==> src/rtl/accum_host_ctrl.sv <==
// accum_host_ctrl: host-side sequencer for an accumulate kernel.
// It streams a job into the kernel array, kicks the kernel, waits for
// completion (with a cycle timeout), then streams the array back out.
//
// Handshake rule for both streams: a word moves on a cycle where valid and
// ready are both 1 at the rising clock edge. Valid never depends
// combinationally on ready, and ready never depends on valid. Once out_valid
// is raised it holds, with stable out_data, until the word is accepted.
module accum_host_ctrl #(
    parameter int          DEPTH   = 1000,
    parameter int          AW      = 10,
    parameter int          DW      = 64,
    parameter logic [31:0] TIMEOUT = 32'd100000
) (
    input  logic                 clk,
    input  logic                 rst_n,
    input  logic                 start,
    input  logic [AW-1:0]        len,
    input  logic [AW-1:0]        init_i,
    input  logic signed [DW-1:0] init_acc,
    input  logic                 in_valid,
    input  logic [DW-1:0]        in_data,
    output logic                 in_ready,
    output logic                 out_valid,
    output logic [DW-1:0]        out_data,
    input  logic                 out_ready,
    output logic                 busy,
    output logic                 done,
    output logic                 err,
    output logic                 result,
    output logic [31:0]          cycles,
    output logic                 k_r_enable,
    output logic                 k_controlArr,
    output logic [AW-1:0]        k_init_i,
    output logic signed [DW-1:0] k_init_acc,
    output logic                 k_wen,
    output logic [AW-1:0]        k_addr,
    output logic [DW-1:0]        k_wdata,
    input  logic [DW-1:0]        k_rdata,
    input  logic                 k_w_enable,
    input  logic                 k_result
);

    typedef enum logic [2:0] {
        S_IDLE  = 3'd0,
        S_LOAD  = 3'd1,
        S_KICK  = 3'd2,
        S_RUN   = 3'd3,
        S_DRAIN = 3'd4,
        S_FIN   = 3'd5
    } state_t;

    state_t        state;
    state_t        state_nxt;
    logic [AW-1:0] cnt;
    logic [AW-1:0] len_q;
    logic          primed;
    logic          len_ok;
    logic          last_word;
    logic          load_hs;
    logic          out_hs;
    logic [31:0]   cycles_inc;

    assign len_ok     = (len != '0) && (32'(len) <= 32'(DEPTH));
    assign last_word  = (cnt == len_q - AW'(1));
    assign load_hs    = (state == S_LOAD) && in_valid;
    assign out_hs     = (state == S_DRAIN) && primed && out_ready;
    // Run counter saturates instead of wrapping.
    assign cycles_inc = (cycles == 32'hFFFF_FFFF) ? cycles : cycles + 32'd1;

    // Next-state decode and all combinational outputs.
    always_comb begin
        state_nxt    = state;
        busy         = (state != S_IDLE);
        done         = 1'b0;
        in_ready     = 1'b0;
        out_valid    = 1'b0;
        out_data     = '0;
        k_r_enable   = 1'b0;
        k_controlArr = 1'b0;
        k_wen        = 1'b0;
        k_addr       = '0;
        k_wdata      = '0;
        case (state)
            S_IDLE: begin
                if (start) begin
                    state_nxt = len_ok ? S_LOAD : S_FIN;
                end
            end
            S_LOAD: begin
                in_ready     = 1'b1;
                k_controlArr = 1'b1;
                if (load_hs) begin
                    k_wen   = 1'b1;
                    k_addr  = cnt;
                    k_wdata = in_data;
                    if (last_word) begin
                        state_nxt = S_KICK;
                    end
                end
            end
            S_KICK: begin
                k_r_enable = 1'b1;
                state_nxt  = S_RUN;
            end
            S_RUN: begin
                if (k_w_enable) begin
                    state_nxt = S_DRAIN;
                end else if (cycles_inc >= TIMEOUT) begin
                    state_nxt = S_FIN;
                end
            end
            S_DRAIN: begin
                k_controlArr = 1'b1;
                k_addr       = cnt;
                out_valid    = primed;
                out_data     = primed ? k_rdata : '0;
                if (out_hs && last_word) begin
                    state_nxt = S_FIN;
                end
            end
            S_FIN: begin
                done      = 1'b1;
                state_nxt = S_IDLE;
            end
            default: begin
                state_nxt = S_IDLE;
            end
        endcase
    end

    // State register plus job bookkeeping: counters, latched job fields, status.
    always_ff @(posedge clk) begin
        if (!rst_n) begin
            state      <= S_IDLE;
            cnt        <= '0;
            len_q      <= '0;
            primed     <= 1'b0;
            k_init_i   <= '0;
            k_init_acc <= '0;
            err        <= 1'b0;
            result     <= 1'b0;
            cycles     <= '0;
        end else begin
            state <= state_nxt;
            case (state)
                S_IDLE: begin
                    if (start) begin
                        if (len_ok) begin
                            len_q      <= len;
                            k_init_i   <= init_i;
                            k_init_acc <= init_acc;
                            cnt        <= '0;
                            primed     <= 1'b0;
                            err        <= 1'b0;
                            cycles     <= '0;
                        end else begin
                            err <= 1'b1;
                        end
                    end
                end
                S_LOAD: begin
                    if (load_hs) begin
                        cnt <= cnt + AW'(1);
                    end
                end
                S_RUN: begin
                    cycles <= cycles_inc;
                    if (k_w_enable) begin
                        result <= k_result;
                        cnt    <= '0;
                        primed <= 1'b0;
                    end else if (cycles_inc >= TIMEOUT) begin
                        err <= 1'b1;
                    end
                end
                S_DRAIN: begin
                    // The array read lags the address by one cycle, so data is
                    // only offered on the cycle after the address settles.
                    if (out_hs) begin
                        cnt    <= cnt + AW'(1);
                        primed <= 1'b0;
                    end else begin
                        primed <= 1'b1;
                    end
                end
                default: begin
                end
            endcase
        end
    end

endmodule

==> config.mk <==
export PLATFORM = sky130hd
export DESIGN_NAME = accum_host_ctrl
export DESIGN_NICKNAME = d
export VERILOG_FILES = /design/src/rtl/accum_host_ctrl.sv
export SDC_FILE = /design/constraint.sdc
export NUM_CORES = 1
export LEC_CHECK = 0
export CORE_AREA = 3 3 180 182
export DETAILED_ROUTE_END_ITERATION = 16
export DIE_AREA = 0 0 183 185
export PLACE_DENSITY = 0.62
export SYNTH_ARGS = -nofsm -noshare
export SYNTH_HDL_FRONTEND = slang
export SYNTH_SLANG_ARGS = --single-unit
==> constraint.sdc <==
create_clock -name clk -period 2.5 [get_ports clk]
set_clock_uncertainty 0.1 [all_clocks]
set_input_delay 0.75 -clock clk [delete_from_list [all_inputs] [get_ports clk]]
set_output_delay 0.75 -clock clk [all_outputs]
set_load 0.01 [all_outputs]
==> results.json, run 1 <==
{
  "outcome": "finished, violations left",
  "failed_checks": "negative setup slack",
  "htreeDepth": 4,
  "io_pins": 472,
  "area_growth_pct": 113,
  "syn_area_per_cell_um2": 7.55,
  "start_kind": "flop",
  "dieHeight_um": 185,
  "dpl.hpwl_um": 29600,
  "postSynthCellCount": 1002,
  "dr.pass1.iters": 5,
  "maxCapViolCount": 0,
  "viasPerCell": 4.82,
  "numCtsBuffers": 17,
  "cts-root-buf": "clkbuf_16",
  "fp.dieArea_um2": 33900,
  "nNetsFinal": 1848,
  "post_drt_wl_per_cell_um": 19.8,
  "gp_congestion": 0.908,
  "clockBufferDepth": 2,
  "whs_ns": 0.362,
  "setup_ws_ns": -0.165,
  "yosysWarnings": 0,
  "row_count": 64,
  "wl_met3_um": 2660,
  "period_needed_ns": 2.66,
  "grt_start_max_net_pins": 74,
  "die_w_um": 183,
  "crit_top_cell": "buf_6",
  "syn_nets": 1224,
  "setup_violations": 127,
  "slowest_stage": "dfxtp_4",
  "routed.top_layer": "met5",
  "vias": 9833,
  "antenna_found_initial": 4,
  "drt_iter0_markers": 477,
  "syn_area_um2": 7560,
  "path_class": "flop to output pin",
  "endpoint_kind": "output pin",
  "first_global_vias": 9669,
  "clkLatencyLatePin_ns": 0.42,
  "hold_viol": 0,
  "drc": 0,
  "synth-async-reset-ratio": 0,
  "worstMarginPinSlew_ns": 0.507,
  "cts.sinks": 132,
  "ant_nets": 0,
  "synth_edf_count": 0,
  "finalWirelength_um": 40400,
  "preCtsSetupSlack_ns": -0.674,
  "p_per_area_nw_per_um2": 591,
  "finalCritPeriodShare": 1.07,
  "path_cells": "nor3b_4, buf_6, buf_8, buf_6, buf_16, and3_4, buf_6",
  "cts_tree": "built",
  "synth_cell_types": 64,
  "ys_ff_latch": 132,
  "slew_viol_final": 0,
  "max-slew-margin-rel": 0.659,
  "min_path_type": "flop to flop",
  "peakVddDrop_mv": 0.416,
  "slowest_delay_ns": 0.37,
  "fmax_ghz": 0.375,
  "port_buffers": 471,
  "globalRouteTotalUtil": 0.220,
  "ys.flop_type": "dfxtp_1",
  "required_ns": 1.65,
  "met2_wirelength_um": 20000,
  "rsz0062_at_grt": "true",
  "final_layout_size_suffix_gt1_frac": 0.366,
  "wl_met1_um": 16700,
  "initial_core_util": 0.246,
  "path_max_fanout": 8,
  "p_leak_nw": 6.64,
  "synth-seq-area-share": 0.349,
  "overflow": 0,
  "cts.reportedPaths.clkPinSlew_ns": 0.07,
  "design.core.area_um2": 30700,
  "p_total_mw": 9.50,
  "cp.arrival_ns": 1.81,
  "grt_pass1_wl_um": 58400
}
layout by cell type (no fill, tap or decap), types with 26 or more instances in the layout:
master / n
clkdlybuf4s50_1: 315
nand2_1: 209
buf_4: 155
buf_6: 150
dfxtp_1: 109
a21boi_0: 94
and2_4: 71
and3_4: 53
nor2_1: 35
nand3_1: 26
synth_stat cells, types with 18 or more instances:
| cell | n | area share |
|---|---|---|
| a21boi_0 | 94 | 0.093 |
| a21oi_1 | 28 | 0.019 |
| and2_1 | 83 | 0.069 |
| and3_1 | 78 | 0.065 |
| clkbuf_1 | 62 | 0.031 |
| dfxtp_1 | 132 | 0.35 |
| nand2_1 | 210 | 0.10 |
| nand3_1 | 33 | 0.022 |
| nand4_1 | 18 | 0.015 |
| nor2_1 | 42 | 0.021 |
| nor3_1 | 20 | 0.013 |
| o21ai_0 | 28 | 0.019 |
| xnor2_1 | 19 | 0.022 |
area by class of cell:
| type | count | area [um^2] |
|---|---|---|
| diodes | 3 | 7.51 |
| clock buffers | 19 | 453 |
| clock inverters | 13 | 108 |
| fillers | 2847 | 14700 |
| inverters | 12 | 45.0 |
| multi-input cells | 783 | 5390 |
| flip-flops and latches | 132 | 2680 |
| well taps | 396 | 495 |
| repair buffers | 680 | 6900 |
cell families (layout without fill, tap and decap cells):
kind of cell	Yosys count	count (layout)	synth area share
simple gates	541	541	0.365
compound gates	201	201	0.190
flops	132	132	0.349
buf+inv	87	724	0.0458
xor+xnor	32	32	0.0371
mux	6	6	0.00794
fa+ha+maj	3	3	0.00496
other cells	0	3	0
registers in the layout, summed over array words and instances (netlist names):
signal,cells
cycles,32
err,1
cnt,10
state,3
result,1
k_init_acc,64
primed,1
len_q,10
k_init_i,10
metrics by stage:
step	util	cell area, um^2	instances	setup TNS (ns)
after global routing	0.523	16100	2038	-17.90
after global placement	0.446	13700	1943	-105.05
after detailed placement	0.446	13700	1943	-108.86
after CTS	0.493	15100	2017	-8.81
final	0.523	16100	2038	-9.34
after floorplan	-	7620	1002	0
final timing paths:
check	startpoint	endpoint	slack, ns	depth (start not counted)
worst max-delay path	state[1]	k_wdata[17]	-0.16	7
worst min-delay path	k_init_i[9]	k_init_i[9]	0.36	2
worst max register to register	cycles[22]	state[1]	-0.01	11
worst min register to register	k_init_i[9]	k_init_i[9]	0.36	2
worst max-delay path, delay by kind of cell, from the launching register on:
| family | cells | cell delay (ns) |
|---|---|---|
| flops | 1 | 0.37 |
| buf+inv | 5 | 0.60 |
| simple gates | 2 | 0.42 |
power by group:
part	switching [mW]	internal (mW)	leakage, nW	total, mW
combinational	1.99	2.47	5.28	4.46
clock	1.09	1.35	0.278	2.45
sequential	0.200	2.39	1.09	2.59
routing by layer:
layer,track usage,vias up
met1,0.269,4680
met3,0.0503,54
met5,0,-
li1,-,4725
met4,0.0658,2
met2,0.388,372
what timing repair did:
| item | 4_1_cts | 5_1_grt |
|---|---|---|
| endpoints found under the hold margin | 0 | 0 |
| cloned | 13 | 4 |
| gates resized for setup | 839 | 195 |
| pin swaps | 47 | 90 |
| buffers inserted | 29 | 17 |
| endpoints found under the setup margin | 266 | 213 |
| hold buffers | 0 | 0 |
(Power assumes the default switching activity.)
==> inputs of run 2 (changes only) <==
--- a/config.mk
+++ b/config.mk
@@ -6,9 +6,11 @@
 export NUM_CORES = 1
 export LEC_CHECK = 0
 export CORE_AREA = 3 3 180 182
+export CTS_CLUSTER_SIZE = 10
 export DETAILED_ROUTE_END_ITERATION = 16
 export DIE_AREA = 0 0 183 185
-export PLACE_DENSITY = 0.62
+export GPL_TIMING_DRIVEN = 1
+export PLACE_DENSITY_LB_ADDON = 0.2
 export SYNTH_ARGS = -nofsm -noshare
 export SYNTH_HDL_FRONTEND = slang
 export SYNTH_SLANG_ARGS = --single-unit
==> results.json, run 2 (synthesis gave the netlist of run 1 again) <==
{
  "outcome": "finished, violations left",
  "setup_ws_ns": -0.124,
  "crit_start": "state[2]",
  "dpl.hpwl_um": 31100,
  "numCtsBuffers": 17,
  "globalRouteMet1Util": 0.259,
  "min_path_type": "flop to flop",
  "clockBufferDepth": 2,
  "final_layout_size_suffix_gt1_frac": 0.311,
  "initial_core_util": 0.246,
  "htreeDepth": 4,
  "first_global_vias": 9423,
  "drt_iter0_markers": 536,
  "antenna_found_initial": 3,
  "max-slew-margin-rel": 0.719,
  "endpoint_kind": "output pin",
  "path_max_fanout": 4,
  "worstMarginPinSlew_ns": 0.421,
  "fp.dieArea_um2": 33900,
  "io_pins": 472,
  "top_regs": "k_init_acc: 64 flops, cycles: 32 flops",
  "vias": 9588,
  "ant_nets": 0,
  "largest_register_ffs": 64,
  "globalRouteTotalUtil": 0.225,
  "cts.sinks": 132,
  "cts-root-buf": "clkbuf_16",
  "gp_congestion": 0.887,
  "met2_usage": 0.408,
  "hold_viol": 0,
  "viasPerCell": 4.73,
  "drc": 0,
  "rsz0062_at_grt": "true",
  "stdcell_count": 2027,
  "failed_checks": "negative setup slack",
  "grt_pass1_wl_um": 58800,
  "period_needed_ns": 2.62,
  "start_kind": "flop",
  "cp.arrival_ns": 1.77,
  "maxCapViolCount": 0,
  "row_count": 64,
  "r2r_slack_ns": -0.05,
  "slew_viol_final": 0,
  "die_w_um": 183,
  "met3_usage": 0.0672,
  "finalWirelength_um": 41000,
  "area_growth_pct": 101,
  "final_common_cell": "clkdlybuf4s50_1",
  "ff2ff_path_depth": 10,
  "finalCritPeriodShare": 1.05,
  "port_buffers": 471,
  "post_drt_wl_per_cell_um": 20.2,
  "p_per_area_nw_per_um2": 600,
  "design.core.area_um2": 30700,
  "crit_end": "k_addr[6]",
  "clkLatencyLatePin_ns": 0.43,
  "fmax_ghz": 0.381,
  "grt_start_max_net_pins": 82,
  "cts_tree": "built",
  "cts.reportedPaths.clkPinSlew_ns": 0.06,
  "dieHeight_um": 185,
  "grt_most_used_layer": "met2",
  "p_leak_nw": 6.45,
  "final_area_um2": 15200,
  "dpl.cell_count": 1955,
  "placed_area_um2": 13900,
  "largest-register": "k_init_acc",
  "peakVddDrop_mv": 0.410,
  "path_class": "flop to output pin",
  "required_ns": 1.65,
  "dr.pass1.iters": 5,
  "final_cell_mix": "clkdlybuf4s50_1, nand2_1, buf_4",
  "overflow": 0,
  "setup_violations": 79,
  "nNetsFinal": 1838,
  "r2r_end": "state[2]",
  "worstReg2RegStart": "cycles[19]"
}
==> run 2: cell count changes in the layout (fill, tap and decap cells not counted), moves of 6 or more <==
cell | before | now
and3_1 | 25 | 44
inv_6 | 8 | 1
buf_6 | 150 | 69
and2_4 | 71 | 24
buf_4 | 155 | 187
buf_2 | 15 | 59
and2_1 | 12 | 59
nor2_1 | 35 | 41
and3_4 | 53 | 33
==> run 2: metal layers <==
| layer | up-vias | wire, um |
|---|---|---|
| met5 | - | 0 |
| met4 | 0 | 764 |
| met3 | 33 | 3170 |
| met2 | 348 | 20500 |
| met1 | 4516 | 16500 |
| li1 | 4691 | - |
==> run 2: metrics by stage <==
step	hold WS, ns	TNS [ns]	utilization	total power, mW	worst slack [ns]
CTS	0.363	-6.81	0.481	8.85	-0.197
floorplan	0.356	0	-	4.06	0.00258
global placement	0.349	-97.35	0.451	6.11	-0.559
finish	0.359	-5.42	0.495	9.14	-0.124
detailed placement	0.355	-95.54	0.451	6.13	-0.576
global route	0.382	-13.89	0.495	9.62	-0.197
==> run 2: how the worst min path moves through the flow <==
| stage | start | to | slack [ns] | depth (start not counted) |
|---|---|---|---|---|
| 3_3_place_gp | k_init_acc[30] | k_init_acc[30] | 0.35 | 2 |
| 6_report | k_init_acc[18] | k_init_acc[18] | 0.36 | 2 |
| 2_1_floorplan | len_q[9] | len_q[9] | 0.36 | 2 |
| 5_1_grt | k_init_i[7] | k_init_i[7] | 0.38 | 2 |
| 4_1_cts | k_init_acc[62] | k_init_acc[62] | 0.36 | 2 |
| 3_5_place_dp | k_init_acc[62] | k_init_acc[62] | 0.36 | 2 |
==> run 2: layout make-up <==
class,instances,area [um^2]
Antenna cell,2,5.00
Clock buffer,21,470
Inverter,12,45.0
Clock inverter,11,125
Multi-Input combinational cell,783,5100
Tap cell,396,495
Fill cell,2976,15500
Timing Repair Buffer,670,6320
Sequential cell,132,2670
==> run 2: critical path, cell delays in order, from the launching register on <==
cell,delay (ns)
dfxtp_4,0.36
buf_6,0.13
nand3b_1,0.16
a21oi_2,0.22
buf_6,0.15
buf_6,0.09
and2_4,0.14
buf_6,0.10
==> run 2: where the power goes <==
| part | total (mW) | switching [mW] | internal, mW |
|---|---|---|---|
| Clock | 2.57 | 1.02 | 1.55 |
| Sequential | 2.57 | 0.182 | 2.39 |
| Combinational | 4.00 | 1.87 | 2.13 |
| Total | 9.14 | 3.07 | 6.07 |
==> run 2: timing repair <==
action / in CTS / in global routing
buffers inserted: 19 / 10
hold buffers: 0 / 0
hold endpoints to repair: 0 / 0
pin swaps: 23 / 33
cloned: 5 / 4
endpoints found under the setup margin: 228 / 218
resized for setup: 689 / 137
==> inputs of run 3 (changes only) <==
--- a/config.mk
+++ b/config.mk
@@ -5,10 +5,10 @@
 export SDC_FILE = /design/constraint.sdc
 export NUM_CORES = 1
 export LEC_CHECK = 0
-export CORE_AREA = 3 3 180 182
+export CORE_AREA = 2 2 182 184
 export CTS_CLUSTER_SIZE = 10
 export DETAILED_ROUTE_END_ITERATION = 16
-export DIE_AREA = 0 0 183 185
+export DIE_AREA = 0 0 184 186
 export GPL_TIMING_DRIVEN = 1
 export PLACE_DENSITY_LB_ADDON = 0.2
 export SYNTH_ARGS = -nofsm -noshare
==> results.json, run 3 (synthesis gave the netlist of run 1 again) <==
{
  "first_global_vias": 9647,
  "numCtsBuffers": 17,
  "fmax_ghz": 0.378,
  "dr.pass1.iters": 5,
  "final_layout_size_suffix_gt1_frac": 0.367,
  "cp.arrival_ns": 1.80,
  "peakVddDrop_mv": 0.436,
  "crit_start": "state[2]",
  "nNetsFinal": 1861,
  "wl_met3_um": 2920,
  "gp_congestion": 0.867,
  "wl_met1_um": 15500,
  "vias": 9713,
  "whs_ns": 0.359,
  "p_leak_nw": 6.68,
  "finalWirelength_um": 40000,
  "start_kind": "flop",
  "p_per_area_nw_per_um2": 594,
  "routed.top_layer": "met5",
  "row_count": 66,
  "clockPowerShare": 0.272,
  "overflow": 0,
  "r2r_slack_ns": 0.02,
  "viasPerCell": 4.70,
  "drt_iter0_markers": 362,
  "drc": 0,
  "post_drt_wl_per_cell_um": 19.4,
  "cts_hold_buf": 0,
  "ff2ff_path_depth": 11,
  "worstMarginPinSlew_ns": 0.460,
  "antenna_found_initial": 7,
  "cts.reportedPaths.clkPinSlew_ns": 0.06,
  "power.internal_mw": 6.52,
  "r2r_end": "state[1]",
  "design.core.area_um2": 32200,
  "dpl.hpwl_um": 29600,
  "worstReg2RegStart": "cycles[7]",
  "area_growth_pct": 115,
  "failed_checks": "negative setup slack",
  "clockBufferDepth": 2,
  "path_class": "flop to output pin",
  "dieHeight_um": 186,
  "preCtsSetupSlack_ns": -0.746,
  "final_common_cell": "clkdlybuf4s50_1",
  "globalRouteTotalUtil": 0.220,
  "stdcell_count": 2065,
  "switchingPower_mw": 3.13,
  "max-slew-margin-rel": 0.692,
  "endpoint_kind": "output pin",
  "slew_viol_final": 0,
  "largest-register": "k_init_acc",
  "cts.sinks": 132,
  "final_cell_mix": "clkdlybuf4s50_1, nand2_1, buf_4",
  "port_buffers": 471,
  "final_core_util": 0.504,
  "htreeDepth": 4,
  "clkLatencyLatePin_ns": 0.42,
  "rsz0062_at_grt": "true",
  "ant_nets": 0,
  "io_pins": 472,
  "setup_ws_ns": -0.149,
  "largest_register_ffs": 64,
  "path_max_fanout": 6,
  "cts-root-buf": "clkbuf_16",
  "nFillCells": 3097,
  "period_needed_ns": 2.65,
  "dpl.cell_count": 1967,
  "cts_tree": "built",
  "crit_end": "k_addr[3]",
  "swShare": 0.325,
  "die_w_um": 184,
  "hold_viol": 0,
  "top_regs": "k_init_acc: 64 flops, cycles: 32 flops",
  "pwr-share-seq": 0.267,
  "outcome": "finished, violations left",
  "grt_pass1_wl_um": 57300,
  "initial_core_util": 0.235,
  "met2_wirelength_um": 20600,
  "finalCritPeriodShare": 1.06,
  "power_frac_comb": 0.461,
  "setup_violations": 109,
  "fp.dieArea_um2": 34200,
  "grt_start_max_net_pins": 60,
  "required_ns": 1.65,
  "maxCapViolCount": 0,
  "min_path_type": "flop to flop"
}
## run 3: cell count changes in the layout (fill, tap and decap cells not counted), moves of 5 or more
cell and delta:
and2_4 +45, and2_1 -46, buf_12 +6, buf_4 -11, buf_6 +71, nor2_1 -5
o21ai_0 -6, buf_2 -43, and3_1 -27, and3_4 +28, o21ai_1 +7, dfxtp_2 -5
## run 3: layout make-up
| cell class | instances | area, um^2 | share of cell area |
|---|---|---|---|
| Timing Repair Buffer | 693 | 6980 | 0.430 |
| Multi-Input combinational cell | 783 | 5400 | 0.332 |
| Sequential cell | 132 | 2680 | 0.165 |
| Tap cell | 408 | 510 | 0.0314 |
| Clock buffer | 22 | 464 | 0.0286 |
| Clock inverter | 10 | 148 | 0.00909 |
| Inverter | 12 | 45.0 | 0.00277 |
| Antenna cell | 5 | 12.5 | 0.000770 |
## run 3: worst min-delay path by stage
stage	start	endpoint	depth (start not counted)
2_1_floorplan	len_q[9]	len_q[9]	2
3_3_place_gp	k_init_acc[46]	k_init_acc[46]	2
3_5_place_dp	k_init_acc[12]	k_init_acc[12]	2
4_1_cts	k_init_acc[17]	k_init_acc[17]	2
5_1_grt	k_init_acc[12]	k_init_acc[12]	2
6_report	k_init_i[0]	k_init_i[0]	2
## run 3: per-stage QoR
step                      power [mW]  TNS, ns  instance area (um^2)
after floorplan                 4.06        0                  7620
after global placement          6.11  -115.14                 13900
after detailed placement        6.15  -116.94                 13900
after CTS                       9.48   -12.77                 15200
after global routing            10.2   -13.69                 16200
final                           9.65    -6.43                 16200
## run 3: power groups by stage
| stage | clock, mW | sequential [mW] | combinational, mW |
|---|---|---|---|
| final | 2.62 | 2.58 | 4.44 |
| after global routing | 2.78 | 2.62 | 4.77 |
| after CTS | 2.68 | 2.58 | 4.22 |
| after detailed placement | 0 | 2.60 | 3.54 |
| after global placement | 0 | 2.59 | 3.52 |
| after floorplan | 0 | 2.69 | 1.36 |
## run 3: metal layers
| metal | vias to the layer above | track usage |
|---|---|---|
| met4 | 4 | 0.0826 |
| met3 | 45 | 0.0679 |
| li1 | 4736 | - |
| met1 | 4606 | 0.238 |
| met2 | 322 | 0.401 |
| met5 | - | 0 |
## run 3: critical path, stage by stage, from the launching register on
cell and delay (ns):
dfxtp_4 0.37, buf_6 0.13, nand3b_1 0.21, a21oi_4 0.17
buf_2 0.15, buf_4 0.11, and2_4 0.13, buf_6 0.10
## run 3: timing repair
action,in CTS,in global routing
gates resized for setup,785,254
buffers inserted,39,17
pin swaps,40,92
cloned,10,4
endpoints found under the setup margin,263,171
